### config.mk
export PLATFORM = sky130hd
export DESIGN_NAME = fetch_unit
export DESIGN_NICKNAME = d
export VERILOG_FILES = /design/src/rtl/fetch_unit.sv
export SDC_FILE = /design/constraint.sdc
export NUM_CORES = 1
export LEC_CHECK = 0
export BUFFER_PORTS_ARGS = -buffer_cell sky130_fd_sc_hd__buf_2
export CORE_MARGIN = 5
export CORE_UTILIZATION = 50
export CTS_CLUSTER_SIZE = 20
export DETAILED_ROUTE_END_ITERATION = 8
export PLACE_DENSITY = 0.87
export SLEW_MARGIN = 0
export SYNTH_ARGS = -nofsm -noshare
export SYNTH_HDL_FRONTEND = slang
export SYNTH_SLANG_ARGS = --single-unit
### constraint.sdc
create_clock -name clk -period 3.3 [get_ports clk]
set_clock_uncertainty 0.2 [all_clocks]
set_input_delay 0.495 -clock clk [delete_from_list [all_inputs] [get_ports clk]]
set_output_delay 0.495 -clock clk [all_outputs]
set_load 0.05 [all_outputs]
### src/rtl/fetch_unit.sv
// Instruction fetch sequencer: PC, imem req/ack, instr valid/ready, HALT detect.
// Optional fetch watchdog enabled by defining FETCH_TIMEOUT_EN.
`ifndef InstrWidth
`define InstrWidth 16
`endif
`ifndef OP_HALT
`define OP_HALT 4'hF
`endif
`ifndef OP_ADD
`define OP_ADD 4'h1
`endif

module fetch_unit #(
  parameter int                    ADDR_WIDTH     = 16,
  parameter logic [ADDR_WIDTH-1:0] RESET_PC       = '0,
  parameter int                    TIMEOUT_CYCLES = 255
) (
  input  logic                   clk,
  input  logic                   rst_n,
  output logic                   imem_req,
  output logic [ADDR_WIDTH-1:0]  imem_addr,
  input  logic                   imem_ack,
  input  logic [`InstrWidth-1:0] imem_rdata,
  output logic [`InstrWidth-1:0] instr,
  output logic                   instr_valid,
  input  logic                   instr_ready,
  input  logic                   branch_en,
  input  logic [ADDR_WIDTH-1:0]  branch_target,
  output logic [ADDR_WIDTH-1:0]  pc,
  output logic                   halted,
  output logic                   fetch_err
);
  localparam logic [1:0] FETCH  = 2'd0;
  localparam logic [1:0] ISSUE  = 2'd1;
  localparam logic [1:0] HALTED = 2'd2;

  logic [1:0] state;
  logic       ack_ok, is_halt, timeout;

  // An ack only counts while a request is outstanding.
  assign ack_ok    = imem_req && imem_ack;
  assign is_halt   = (imem_rdata[`InstrWidth-1:12] == `OP_HALT);
  assign imem_addr = pc;

`ifdef FETCH_TIMEOUT_EN
  localparam int              CW    = $clog2(TIMEOUT_CYCLES + 1);
  localparam logic [CW-1:0]   LIMIT = CW'(TIMEOUT_CYCLES - 1);
  logic [CW-1:0] wd_cnt;

  // Fires on the last waiting cycle; a same-cycle ack wins.
  assign timeout = (state == FETCH) && imem_req && !imem_ack && (wd_cnt == LIMIT);

  always_ff @(posedge clk or negedge rst_n) begin
    if (!rst_n)                          wd_cnt <= '0;
    else if (state != FETCH || ack_ok)   wd_cnt <= '0;
    else if (imem_req)                   wd_cnt <= wd_cnt + 1'b1;
  end

  always_ff @(posedge clk or negedge rst_n) begin
    if (!rst_n)       fetch_err <= 1'b0;
    else if (timeout) fetch_err <= 1'b1;
  end
`else
  localparam int unused_timeout = TIMEOUT_CYCLES;
  assign timeout   = 1'b0;
  assign fetch_err = 1'b0;
`endif

  always_ff @(posedge clk or negedge rst_n) begin
    if (!rst_n) begin
      state       <= FETCH;
      pc          <= RESET_PC;
      imem_req    <= 1'b0;
      instr       <= '0;
      instr_valid <= 1'b0;
      halted      <= 1'b0;
    end else begin
      case (state)
        FETCH: begin
          if (ack_ok) begin
            instr    <= imem_rdata;
            imem_req <= 1'b0;
            if (is_halt) begin
              state  <= HALTED;
              halted <= 1'b1;
            end else begin
              state       <= ISSUE;
              instr_valid <= 1'b1;
            end
          end else if (timeout) begin
            state    <= HALTED;
            halted   <= 1'b1;
            imem_req <= 1'b0;
          end else begin
            imem_req <= 1'b1;
          end
        end
        ISSUE: begin
          if (instr_ready) begin
            pc          <= branch_en ? branch_target : pc + 1'b1;
            instr_valid <= 1'b0;
            imem_req    <= 1'b1;
            state       <= FETCH;
          end
        end
        default: begin
          // Terminal until reset; instr keeps the HALT word.
          imem_req    <= 1'b0;
          instr_valid <= 1'b0;
          halted      <= 1'b1;
        end
      endcase
    end
  end
endmodule

==> run_results.csv <==
group,metric,value,unit
global_route,antenna_found_initial,0,
route,dr_wl_met2,2432,µm
floorplan,rows,22,
route,dr_wl_met3,308,µm
timing,setup_viol,0,
route,antenna_left,0,
timing,period_share,61.50,%
outcome,status,"complete, no violations",
route,drc,0,
timing,fmax,492.7,MHz
synthesis,synth-async-reset-ratio,100.0,%
cells_and_area,fin_area,2416,µm²
synthesis,yosysUniqueCellTypes,42,
place,hpwl,3453,µm
min_path,hold_class,"in2async",
synthesis,yosysWarnings,0,
synthesis,synth_xor_xnor_area_share,0,%
place,gp_congestion,0.7784,
worst_setup_path,cp_num_buf_inv,0,
job,max-cap-violations,0,
cells_and_area,drive_gt1_share,42.37,%
place,port_buffers,87,
place,dpl_cell_area,2305,µm²
clocking,cts_root_buffer,"clkbuf_8",
synthesis,syn-instance-count,191,
route,wirelength_met1,1862,µm
synthesis,synth_compound_area_share,12.24,%
global_route,grt_first_pass_wirelength,7790,µm
timing,tightest_slew,0.8029,ns
synthesis,yosysTopAreaCellShare,47.19,%
route,routed_wl,4727,µm
timing,rsz0062_at_grt,"no",
route,drt-wirelength-per-cell,15.25,µm
timing,max-slew-margin-rel,46.47,%
synthesis,synth_top_area_cell,"dfrtp_1",
floorplan,fp.dieW,72.64,µm
global_route,grt-ovfl-total,0,
synthesis,syn_area,1962,µm²
worst_setup_path,crit_path_top_delay_cell,"nor2_2",
route,drt_iter0_markers,113,
route,via_count,1702,
global_route,grt_usage,18.70,%
floorplan,core-area,3744,µm²
clocking,cts_hold_buffers,0,
cells_and_area,diodes,0,
clocking,cts_tree,"yes",
clocking,worst_skew_pair.late_latency,0.28,ns
synthesis,synth.area.top_cells,"dfrtp_1 (47%), buf_4 (6.5%), mux2_2 (5.7%)",
floorplan,ioPinCount,89,
floorplan,die_h,72.64,µm
floorplan,die-area,5277,µm²
worst_setup_path,crit_family,"simple AND/OR/NAND/NOR gates",
timing,finalHoldViolCount,0,
worst_setup_path,cp_cell_sequence,"nand3b_1 -> nor2_2 -> mux2_2",
synthesis,synth_edf_count,0,
timing,slew_viol_final,0,
timing,fin_crit,2.030,ns
synthesis,ys_ff_latch,37,
worst_setup_path,worst_setup_path_end_kind,"register",
worst_setup_path,required,3.27,ns
clocking,cts.sinks,37,
synthesis,yosysSeqAreaShare,47.19,%
global_route,grt_pass1_vias,1683,
floorplan,initial_utilization,52.41,%
cells_and_area,stdcell_count,310,
timing,setup_tns,0,ns
cells_and_area,fin_nets,299,
synthesis,avgSynthCellArea,10.27,µm²
route,routed_via_density,5.490,
worst_setup_path,criticalPathCategory,"reg2reg",
cells_and_area,area_growth,23.15,%
synthesis,synthAdderAreaFrac,0.6378,%
worst_setup_path,worst_path_largest_cell_delay,0.63,ns
synthesis,synth_fp_nets,229,
clocking,ctsResizeCount,0,
route,dr.max_layer_used,"met4",
timing,setup_ws,1.270,ns
synthesis,synthFlopType,"dfrtp_1",
synthesis,synth.area.mux_share,12.24,%
clocking,cts_setup_buffers,0,
route,firstDrtPassIters,4,
clocking,cts_max_level,2,
synthesis,synthSimpleGateAreaFrac,19.13,%
worst_setup_path,arrival,2.00,ns
place,dp.cells,302,
global_route,grt_max_degree,41,
place,place_ws,1.202,ns
clocking,clockBufferDepth,2,
worst_setup_path,setup.worst_path.start_class,"register",
clocking,cts_made_buffers,5,
synthesis,synth_top_family_by_area,"simple AND/OR/NAND/NOR gates",
clocking,clk_pin_slew,0.07,ns
worst_setup_path,crit_fanout,17,
==> layout by cell type (no fill, tap or decap), drive strengths merged, types with 8 or more instances in the layout <==
master	n
mux2	16
o21ai	15
a21oi	10
dfrtp	37
buf	88
nand3	8
nand2	10
nor2	9
nor3	10
==> synth_stat cells (2+ instances only) <==
cell	number
a311oi_1	2
mux2_1	6
nor4_1	3
and4_1	3
nand3b_1	5
nand4_1	5
buf_2	2
a31oi_1	2
buf_4	17
o21ai_0	15
nor3_1	10
mux2_2	10
a21oi_1	10
clkbuf_1	6
a22o_1	2
nand2_1	10
nand3_1	8
dfrtp_1	37
nor2_1	8
nor2b_1	3
mux2i_1	6
==> final cells by class <==
cell class,count,area (µm²)
clock buffers,6,72.57
clock inverters,2,38.79
fillers,322,1328
inverters,1,3.754
multi-input cells,128,872.1
flip-flops and latches,37,925.9
well taps,48,60.06
repair buffers,88,442.9
==> state kept, by name (all words and copies together), names as in the netlist <==
| signal | cells |
|---|---|
| imem_req | 1 |
| imem_addr | 16 |
| halted | 1 |
| state | 2 |
| instr | 16 |
| instr_valid | 1 |
==> kinds of logic (layout without fill, tap and decap cells) <==
family,Yosys count,after routing
AOI/OAI and AO/OA,39,39
adders and majority gates,1,1
buffers and inverters,26,97
DFF,37,37
muxes,22,22
other,1,1
and+or+nand+nor,65,65
==> routing by layer <==
layer  global-route usage, %  up-vias
li1                        -      827
met3                   3.719        8
met4                   9.016        0
met1                   23.27      803
met2                   30.96       64
met5                       0        -
==> final timing paths <==
path | from | to | slack, ns | cells past startpoint
hold reg to reg | halted$_DFFE_PN0P_ | halted$_DFFE_PN0P_ | 0.28 | 1
min in group clk | imem_rdata[3] | instr[3]$_DFFE_PN0P_ | 0.23 | 2
setup reg to reg | state[0]$_DFFE_PN0P_ | instr[12]$_DFFE_PN0P_ | 1.27 | 3
setup / recovery | state[0]$_DFFE_PN0P_ | instr[12]$_DFFE_PN0P_ | 1.27 | 3
hold / removal | rst_n | instr[11]$_DFFE_PN0P_ | 0.1 | 1
max in group asynchronous | rst_n | imem_addr[8]$_DFFE_PN0P_ | 2.30 | 1
==> metrics by stage <==
stage	hold slack, ns	utilization [%]
3_3_place_gp	0.2449	61.56
6_report	0.09849	64.54
4_1_cts	0.1271	64.54
2_1_floorplan	-0.0005910	-
5_1_grt	0.1550	64.54
3_5_place_dp	0.2678	61.56
==> worst register-to-register path: stages, from the launching register on <==
cell and delay, ns:
dfrtp_1 0.44, nand3b_1 0.23, nor2_2 0.63, mux2_2 0.42
Power is left out: the tool's default activity adds up to more than one toggle a clock period on the data nets, which glitch-free logic cannot reach.
